`src/rtl/scenario_loader_pkg.sv`:
```
// Shared types and record-layout helpers for the scenario loader.
// Record layout: loc[0..D-1], velo[0..D-1], mass, radius; every field is sent MSB first.
package loader_pkg;

    typedef enum logic [1:0] {
        IDLE,
        COUNT,
        PAYLOAD,
        CHECK
    } state_e;

    localparam logic [7:0] SYNC_BYTE = 8'hA5;

    function automatic int record_bytes(input int width, input int dims);
        return 2 * dims * width / 8 + width / 16 + 1;
    endfunction

    function automatic int velo_offset(input int width, input int dims);
        return dims * width / 8;
    endfunction

    function automatic int mass_offset(input int width, input int dims);
        return 2 * dims * width / 8;
    endfunction

    function automatic int radius_offset(input int width, input int dims);
        return 2 * dims * width / 8 + width / 16;
    endfunction

endpackage

```
`src/rtl/scenario_loader_if.sv`:
```
// Byte-stream handshake from the host link into the scenario loader.
interface scenario_loader_if;
    logic [7:0] rx_data;
    logic       rx_valid;
    logic       rx_ready;

    modport master (output rx_data, output rx_valid, input rx_ready);
    modport slave  (input rx_data, input rx_valid, output rx_ready);
endinterface

```
`src/rtl/scenario_loader_record_assembler.sv`:
```
// Shadow record storage: tracks the byte position inside a record, decodes which
// field it belongs to and shifts the byte MSB-first into the selected sprite's shadow.
module record_assembler
    import loader_pkg::*;
#(
    parameter int SPRITES    = 9,
    parameter int WIDTH      = 32,
    parameter int DIMENSIONS = 2,
    parameter int IDX_W      = 4
) (
    input  logic                 clk,
    input  logic                 rst_n,
    input  logic                 clear_i,
    input  logic                 byte_en_i,
    input  logic [7:0]           byte_i,
    input  logic [IDX_W-1:0]     sprite_idx_i,
    output logic                 last_byte_o,
    output logic [WIDTH-1:0]     loc_o    [SPRITES][DIMENSIONS],
    output logic [WIDTH-1:0]     velo_o   [SPRITES][DIMENSIONS],
    output logic [WIDTH/2-1:0]   mass_o   [SPRITES],
    output logic [6:0]           radius_o [SPRITES]
);
    localparam int REC_BYTES   = record_bytes(WIDTH, DIMENSIONS);
    localparam int FIELD_BYTES = WIDTH / 8;
    localparam int VELO_OFF    = velo_offset(WIDTH, DIMENSIONS);
    localparam int MASS_OFF    = mass_offset(WIDTH, DIMENSIONS);
    localparam int RADIUS_OFF  = radius_offset(WIDTH, DIMENSIONS);
    localparam int BI_W        = $clog2(REC_BYTES);
    localparam int MASS_W      = WIDTH / 2;

    logic [BI_W-1:0]       byte_idx_q, byte_idx_d;
    logic [DIMENSIONS-1:0] loc_hit, velo_hit;
    logic                  mass_hit, radius_hit;

    assign last_byte_o = (byte_idx_q == BI_W'(REC_BYTES - 1));

    always_comb begin
        for (int d = 0; d < DIMENSIONS; d++) begin
            loc_hit[d]  = (int'(byte_idx_q) >= d * FIELD_BYTES) &&
                          (int'(byte_idx_q) <  (d + 1) * FIELD_BYTES);
            velo_hit[d] = (int'(byte_idx_q) >= VELO_OFF + d * FIELD_BYTES) &&
                          (int'(byte_idx_q) <  VELO_OFF + (d + 1) * FIELD_BYTES);
        end
        mass_hit   = (int'(byte_idx_q) >= MASS_OFF) && (int'(byte_idx_q) < RADIUS_OFF);
        radius_hit = (int'(byte_idx_q) == RADIUS_OFF);
    end

    always_comb begin
        byte_idx_d = byte_idx_q;
        if (clear_i) begin
            byte_idx_d = '0;
        end else if (byte_en_i) begin
            byte_idx_d = last_byte_o ? '0 : byte_idx_q + BI_W'(1);
        end
    end

    always_ff @(posedge clk or negedge rst_n) begin
        if (!rst_n) begin
            byte_idx_q <= '0;
        end else begin
            byte_idx_q <= byte_idx_d;
        end
    end

    for (genvar gi = 0; gi < SPRITES; gi++) begin : g_sprite
        logic [WIDTH-1:0]  loc_q  [DIMENSIONS];
        logic [WIDTH-1:0]  velo_q [DIMENSIONS];
        logic [MASS_W-1:0] mass_q;
        logic [6:0]        radius_q;
        logic              sel;

        assign sel = byte_en_i && (sprite_idx_i == IDX_W'(gi));

        always_ff @(posedge clk or negedge rst_n) begin
            if (!rst_n) begin
                for (int d = 0; d < DIMENSIONS; d++) begin
                    loc_q[d]  <= '0;
                    velo_q[d] <= '0;
                end
                mass_q   <= '0;
                radius_q <= '0;
            end else if (clear_i) begin
                for (int d = 0; d < DIMENSIONS; d++) begin
                    loc_q[d]  <= '0;
                    velo_q[d] <= '0;
                end
                mass_q   <= '0;
                radius_q <= '0;
            end else if (sel) begin
                for (int d = 0; d < DIMENSIONS; d++) begin
                    if (loc_hit[d])  loc_q[d]  <= (loc_q[d]  << 8) | WIDTH'(byte_i);
                    if (velo_hit[d]) velo_q[d] <= (velo_q[d] << 8) | WIDTH'(byte_i);
                end
                if (mass_hit)   mass_q   <= (mass_q << 8) | MASS_W'(byte_i);
                // Bit 7 of the radius byte is dropped here; it still feeds the checksum upstream.
                if (radius_hit) radius_q <= byte_i[6:0];
            end
        end

        for (genvar gd = 0; gd < DIMENSIONS; gd++) begin : g_dim
            assign loc_o[gi][gd]  = loc_q[gd];
            assign velo_o[gi][gd] = velo_q[gd];
        end
        assign mass_o[gi]   = mass_q;
        assign radius_o[gi] = radius_q;
    end

endmodule

```
`src/rtl/scenario_loader.sv`:
```
// Framed scenario loader: SYNC, COUNT, N records, CHK; commits shadow records atomically on a good checksum.
// Optional inter-byte timeout enabled by defining LOADER_TIMEOUT_EN.
module scenario_loader
    import loader_pkg::*;
#(
    parameter int SPRITES    = 9,
    parameter int WIDTH      = 32,
    parameter int DIMENSIONS = 2,
    parameter int TIMEOUT    = 1_620_000
) (
    input  logic               clk_162,
    input  logic               rst_l,
    scenario_loader_if.slave   rx,
    output logic [WIDTH-1:0]   init_locations [SPRITES][DIMENSIONS],
    output logic [WIDTH-1:0]   init_velos     [SPRITES][DIMENSIONS],
    output logic [WIDTH/2-1:0] masses         [SPRITES],
    output logic [6:0]         radii          [SPRITES],
    output logic               data_ready,
    output logic               load_error,
    output logic               busy
);
    localparam int CNT_W = $clog2(SPRITES + 1);

    state_e           state_q, state_d;
    logic [CNT_W-1:0] count_q, count_d;
    logic [CNT_W-1:0] sprite_q, sprite_d;
    logic [7:0]       xor_q, xor_d;
    logic             data_ready_q, data_ready_d;
    logic             load_error_q, load_error_d;
    logic             rx_ready_int, accept, clear, byte_en, commit, last_byte, timeout_hit;

    logic [WIDTH-1:0]   shadow_loc  [SPRITES][DIMENSIONS];
    logic [WIDTH-1:0]   shadow_velo [SPRITES][DIMENSIONS];
    logic [WIDTH/2-1:0] shadow_mass [SPRITES];
    logic [6:0]         shadow_rad  [SPRITES];

    logic [WIDTH-1:0]   init_loc_q  [SPRITES][DIMENSIONS];
    logic [WIDTH-1:0]   init_velo_q [SPRITES][DIMENSIONS];
    logic [WIDTH/2-1:0] mass_q      [SPRITES];
    logic [6:0]         rad_q       [SPRITES];

    // Stall for the single strobe cycle so a back-to-back SYNC lands one cycle later.
    assign rx_ready_int = ~(data_ready_q | load_error_q);
    assign rx.rx_ready  = rx_ready_int;
    assign accept       = rx.rx_valid & rx_ready_int;

    record_assembler #(
        .SPRITES    (SPRITES),
        .WIDTH      (WIDTH),
        .DIMENSIONS (DIMENSIONS),
        .IDX_W      (CNT_W)
    ) u_assembler (
        .clk          (clk_162),
        .rst_n        (rst_l),
        .clear_i      (clear),
        .byte_en_i    (byte_en),
        .byte_i       (rx.rx_data),
        .sprite_idx_i (sprite_q),
        .last_byte_o  (last_byte),
        .loc_o        (shadow_loc),
        .velo_o       (shadow_velo),
        .mass_o       (shadow_mass),
        .radius_o     (shadow_rad)
    );

`ifdef LOADER_TIMEOUT_EN
    localparam int TMR_W = $clog2(TIMEOUT);

    logic [TMR_W-1:0] timer_q, timer_d;

    assign timeout_hit = (timer_q == TMR_W'(TIMEOUT - 1));

    always_comb begin
        timer_d = timer_q + TMR_W'(1);
        if (state_q == IDLE || accept || timeout_hit) begin
            timer_d = '0;
        end
    end

    always_ff @(posedge clk_162 or negedge rst_l) begin
        if (!rst_l) begin
            timer_q <= '0;
        end else begin
            timer_q <= timer_d;
        end
    end
`else
    assign timeout_hit = 1'b0;
`endif

    always_comb begin
        state_d      = state_q;
        count_d      = count_q;
        sprite_d     = sprite_q;
        xor_d        = xor_q;
        data_ready_d = 1'b0;
        load_error_d = 1'b0;
        clear        = 1'b0;
        byte_en      = 1'b0;
        commit       = 1'b0;
        if (timeout_hit) begin
            load_error_d = 1'b1;
            state_d      = IDLE;
        end else if (accept) begin
            unique case (state_q)
                IDLE: begin
                    if (rx.rx_data == SYNC_BYTE) begin
                        clear   = 1'b1;
                        xor_d   = '0;
                        state_d = COUNT;
                    end
                end
                COUNT: begin
                    if (rx.rx_data != 8'd0 && rx.rx_data <= 8'(SPRITES)) begin
                        count_d  = rx.rx_data[CNT_W-1:0];
                        sprite_d = '0;
                        xor_d    = rx.rx_data;
                        state_d  = PAYLOAD;
                    end else begin
                        load_error_d = 1'b1;
                        state_d      = IDLE;
                    end
                end
                PAYLOAD: begin
                    byte_en = 1'b1;
                    xor_d   = xor_q ^ rx.rx_data;
                    if (last_byte) begin
                        sprite_d = sprite_q + CNT_W'(1);
                        if (sprite_q + CNT_W'(1) == count_q) state_d = CHECK;
                    end
                end
                CHECK: begin
                    if (rx.rx_data == xor_q) begin
                        commit       = 1'b1;
                        data_ready_d = 1'b1;
                    end else begin
                        load_error_d = 1'b1;
                    end
                    state_d = IDLE;
                end
                default: state_d = IDLE;
            endcase
        end
    end

    always_ff @(posedge clk_162 or negedge rst_l) begin
        if (!rst_l) begin
            state_q      <= IDLE;
            count_q      <= '0;
            sprite_q     <= '0;
            xor_q        <= '0;
            data_ready_q <= 1'b0;
            load_error_q <= 1'b0;
        end else begin
            state_q      <= state_d;
            count_q      <= count_d;
            sprite_q     <= sprite_d;
            xor_q        <= xor_d;
            data_ready_q <= data_ready_d;
            load_error_q <= load_error_d;
        end
    end

    // Whole scenario copied in one edge, together with the rise of data_ready.
    always_ff @(posedge clk_162 or negedge rst_l) begin
        if (!rst_l) begin
            for (int s = 0; s < SPRITES; s++) begin
                for (int d = 0; d < DIMENSIONS; d++) begin
                    init_loc_q[s][d]  <= '0;
                    init_velo_q[s][d] <= '0;
                end
                mass_q[s] <= '0;
                rad_q[s]  <= '0;
            end
        end else if (commit) begin
            init_loc_q  <= shadow_loc;
            init_velo_q <= shadow_velo;
            mass_q      <= shadow_mass;
            rad_q       <= shadow_rad;
        end
    end

    assign init_locations = init_loc_q;
    assign init_velos     = init_velo_q;
    assign masses         = mass_q;
    assign radii          = rad_q;
    assign data_ready     = data_ready_q;
    assign load_error     = load_error_q;
    assign busy           = (state_q != IDLE);

endmodule

```
`src/flat_wrapper.sv`:
```
// flat-port wrapper written by rule: the top's interface ports become plain ports
module scenario_loader_flat import loader_pkg::*;
#(
    parameter int SPRITES    = 9,
    parameter int WIDTH      = 32,
    parameter int DIMENSIONS = 2,
    parameter int TIMEOUT    = 1_620_000
)
  (clk_162, rst_l, init_locations, init_velos, masses, radii, data_ready, load_error, busy, rx_rx_data, rx_rx_valid, rx_rx_ready);
  scenario_loader_if rx_i ();
  input  logic clk_162;
  input  logic rst_l;
  output logic [WIDTH-1:0] init_locations[SPRITES][DIMENSIONS];
  output logic [WIDTH-1:0] init_velos[SPRITES][DIMENSIONS];
  output logic [WIDTH/2-1:0] masses[SPRITES];
  output logic [6:0] radii[SPRITES];
  output logic data_ready;
  output logic load_error;
  output logic busy;
  input wire logic [$bits(rx_i.rx_data)-1:0] rx_rx_data;
  input wire logic [$bits(rx_i.rx_valid)-1:0] rx_rx_valid;
  output wire logic [$bits(rx_i.rx_ready)-1:0] rx_rx_ready;
  assign rx_i.rx_data = rx_rx_data;
  assign rx_i.rx_valid = rx_rx_valid;
  assign rx_rx_ready = rx_i.rx_ready;
  scenario_loader #(.SPRITES(SPRITES), .WIDTH(WIDTH), .DIMENSIONS(DIMENSIONS), .TIMEOUT(TIMEOUT)) u_core (.clk_162(clk_162), .rst_l(rst_l), .rx(rx_i), .init_locations(init_locations), .init_velos(init_velos), .masses(masses), .radii(radii), .data_ready(data_ready), .load_error(load_error), .busy(busy));
endmodule
```
`config.mk`:
```
export PLATFORM = sky130hd
export DESIGN_NAME = scenario_loader_flat
export DESIGN_NICKNAME = d
export VERILOG_FILES = /design/src/rtl/scenario_loader_pkg.sv /design/src/rtl/scenario_loader_if.sv /design/src/rtl/scenario_loader_record_assembler.sv /design/src/rtl/scenario_loader.sv /design/src/flat_wrapper.sv
export SDC_FILE = /design/constraint.sdc
export NUM_CORES = 2
export LEC_CHECK = 0
export CAP_MARGIN = 10
export CORE_AREA = 2 2 537 539
export DETAILED_ROUTE_END_ITERATION = 8
export DIE_AREA = 0 0 539 541
export SETUP_SLACK_MARGIN = 0.1
export SLEW_MARGIN = 0
export SYNTH_ARGS = -nofsm -noshare
export SYNTH_HDL_FRONTEND = slang
export SYNTH_SLANG_ARGS = --single-unit
```
`constraint.sdc`:
```
create_clock -name clk_162 -period 2.5 [get_ports clk_162]
set_clock_uncertainty 0.15 [all_clocks]
set_input_delay 0.25 -clock clk_162 [delete_from_list [all_inputs] [get_ports clk_162]]
set_output_delay 0.25 -clock clk_162 [all_outputs]
set_load 0.01 [all_outputs]
```
==> flow_summary_export.csv <==
group,metric,value,unit
synth,synth_fa_ha_area_frac,0.00130,
critical_path,required,3110,ps
synth,synth.distinct_cells,51,
critical_path,arrival,3490,ps
floorplanning,die_w,539,um
run,cap_violations,0,
floorplanning,start_util,0.369,
power_and_ir_drop,power_leakage,0.0675,uW
floorplanning,dieArea,292000,um2
sta,max_freq,347,MHz
placed_design,place_ws,-781,ps
critical_path,crit_path_start_kind,"register",
grt,grt_max_degree,124,
critical_path,cpPeakStageDelay,550,ps
grt,grt_overflow,0,
clocking,cts_tree,"yes",
critical_path,cpMaxStageDelayCell,"or4_4",
power_and_ir_drop,power.total,97500,uW
finish,stdcell_count,14300,
detailed_routing,drc,0,
clocking,cts_buffers,300,
critical_path,critPathCaptureType,"register",
critical_path,path_cells,"xor2_1 > or4_4 > nor4_4 > buf_4 > nand3_4 > buf_12 > buf_4 > clkbuf_16 > clkbuf_16 > mux2_4",
detailed_routing,drt-vias-per-instance,5.14,
detailed_routing,via_count,73800,
floorplanning,core,286000,um2
critical_path,critPathBufInv,5,
detailed_routing,routed_wl,372,mm
detailed_routing,wl_per_cell,26.0,um
synth,yosysWarnings,0,
sta,rsz0062_at_grt,"true",
placed_design,dpl_cell_area,127000,um2
synth,synth_ff_type,"dfrtp_1",
synth,synth_top_family_by_area,"multiplexers",
synth,synth_seq_cells,2743,
worst_hold_path,hold_class,"input pin to register",
power_and_ir_drop,vdd_drop_max,497,uV
floorplanning,die_h,541,um
placed_design,placement.io_buffers,1373,
placed_design,hpwl,256,mm
synth,synth_edf_count,0,
critical_path,r2r_setup_slack,-380,ps
critical_path,reg2reg_depth,10,
sta,setup_slack,-382,ps
grt,grt_pass1_vias,75300,
sta,relSlewSlack,0.330,
synth,yosys.area_share.simple,0.0945,
run_status,status,"finished with violations",
finish,drive_above_1_share,0.165,
floorplanning,fp-row-count,197,
synth,avgSynthCellArea,12.3,um2
sta,fin_setup_tns,-363250,ps
synth,ys_seq_area_frac,0.649,
grt,antenna_found_initial,17,
power_and_ir_drop,p_per_area,694,nW/um2
clocking,htree_levels,5,
synth,synth_fp_nets,8638,
finish,stdcell_area,140000,um2
synth,syn_area,106000,um2
critical_path,reg2reg_to,"u_core.init_locations[552]",
sta,final_hold_viol_count,0,
sta,tightest_slew,1000,ps
grt,grt_usage,0.250,
clocking,cts.sinks,2743,
critical_path,timing.rr.start,"u_core.xor_q[5]",
synth,muxShareOfSynthArea,0.169,
finish,mostFrequentLayoutCell,"dfrtp_1",
sta,period_share,1.15,
clocking,clockBufferDepth,4,
run_status,violations,"negative setup slack",
finish,areaGrowthSynthToFinish,32.8,%
finish,fin_nets,10300,
detailed_routing,ant_nets,0,
placed_design,gp_congestion,0.860,
clocking,root_buffer,"clkbuf_16",
critical_path,worstSetupEndpoint,"u_core.init_locations[552]",
critical_path,path_class,"register to register",
synth,synth-xor-area-share,0.00133,
detailed_routing,drtIter0Drc,6012,
synth,syn_inst,8616,
synth,synth-async-reset-ratio,1.00,
placed_design,dp_cells,13700,
critical_path,cp_num_cells,10,
worst_hold_path,hold_depth,5,
critical_path,crit_path_start,"u_core.xor_q[5]",
critical_path,path_max_fanout,9,
sta,setup_viol,1585,
detailed_routing,firstDrtPassIters,6,
floorplanning,ios,1374,
sta,finalMaxSlewViolations,0,
critical_path,cpLargestDelayFamily,"buffers and inverters",
sta,finalCriticalPeriod,2880,ps
finish,mostFrequentLayoutCells,"2742 x dfrtp_1, 2293 x nand2_1, 1360 x clkdlybuf4s50_1",
clocking,clk_pin_slew,60,ps
grt,grt_pass1_wl,538,mm
finish,n_fill_cell,25200,
clocking,clk_latency,910,ps
synth,synth-compound-area-share,0.0543,
state kept, by name, indices dropped and copies added (netlist names), named ones only:
signal / count
u_core.init_locations: 576
u_core.u_assembler.loc_o: 576
u_core.u_assembler.g_sprite.mass_q: 144
u_core.data_ready: 1
u_core.sprite_q: 4
u_core.masses: 144
u_core.radii: 63
u_core.u_assembler.velo_o: 576
u_core.xor_q: 8
u_core.load_error: 1
u_core.count_q: 4
u_core.u_assembler.byte_idx_q: 5
u_core.state_q: 1
u_core.u_assembler.g_sprite.radius_q: 63
u_core.init_velos: 576
routing by layer:
metal  wire length [um]  global-route usage
met1             153000               0.321
met2             175000               0.402
met3              30000              0.0705
met4              14700              0.0904
met5                 28                   0
synth_stat cells (all sizes together), types with 6 or more instances:
cell type | n | area (um2)
inv | 23 | 88.8
a22oi | 6 | 45.0
o21ai | 89 | 445
ha | 11 | 138
nand3 | 94 | 510
clkbuf | 271 | 1020
and3 | 8 | 50.1
xor2 | 9 | 78.8
xnor2 | 7 | 61.3
dfrtp | 2743 | 68600
nand2 | 2349 | 8820
buf | 280 | 2130
nor2b | 8 | 50.1
mux2 | 1579 | 17800
nor2 | 56 | 290
mux2i | 6 | 60.1
a21oi | 1028 | 5160
how the worst min path moves through the flow:
stage	from	endpoint	slack, ps
floorplan	rst_l	async pin	-200
global placement	rst_l	u_core.init_locations[413]	110
detailed placement	rst_l	u_core.u_assembler.velo_o[109]	110
CTS	rx_rx_data[3]	u_core.u_assembler.velo_o[3]	30
finish	rx_rx_data[3]	u_core.u_assembler.velo_o[35]	120
global route	rx_rx_data[3]	u_core.u_assembler.velo_o[3]	90
where the power goes:
group          switching (uW)  internal, uW
combinational            4010          1970
clock                   18800         26100
sequential                996         45600
total                   23800         73700
repair_timing:
| action | in CTS | in global routing |
|---|---|---|
| gates resized for setup | 293 | 35 |
| hold buffers | 13 | 0 |
| setup buffers | 40 | 6 |
| hold endpoints to repair | 2639 | 0 |
| gates cloned | 32 | 15 |
| setup endpoints to repair | 2870 | 2773 |
| pin swaps | 74 | 0 |
kinds of logic after synthesis:
group                      after synthesis
AOI/OAI and AO/OA                     1136
xor gates and xnor gates                16
adders and majority gates               11
buffers and inverters                  574
DFF                                   2743
muxes                                 1585
and+or+nand+nor                       2551
layout make-up:
type	instances	area [um2]	area share
clock buffers	439	8870	0.0632
diodes	10	25.0	0.000178
inverters	23	98.8	0.000704
clock inverters	95	1130	0.00808
well taps	3781	4730	0.0337
repair buffers	1957	21800	0.155
flip-flops and latches	2743	68600	0.489
multi-input cells	5299	35100	0.250
tightest hold or removal path: cells and delay by family:
kind / cells / cell delay [ps]
and+or+nand+nor: 2 / 190
buffers and inverters: 3 / 570
through the flow:
stage | hold slack, ps | util
floorplan | -196 | -
global placement | 107 | 0.445
detailed placement | 113 | 0.445
CTS | 33.0 | 0.488
global route | 88.1 | 0.490
finish | 125 | 0.490
Power figures use the tool's default switching activity.
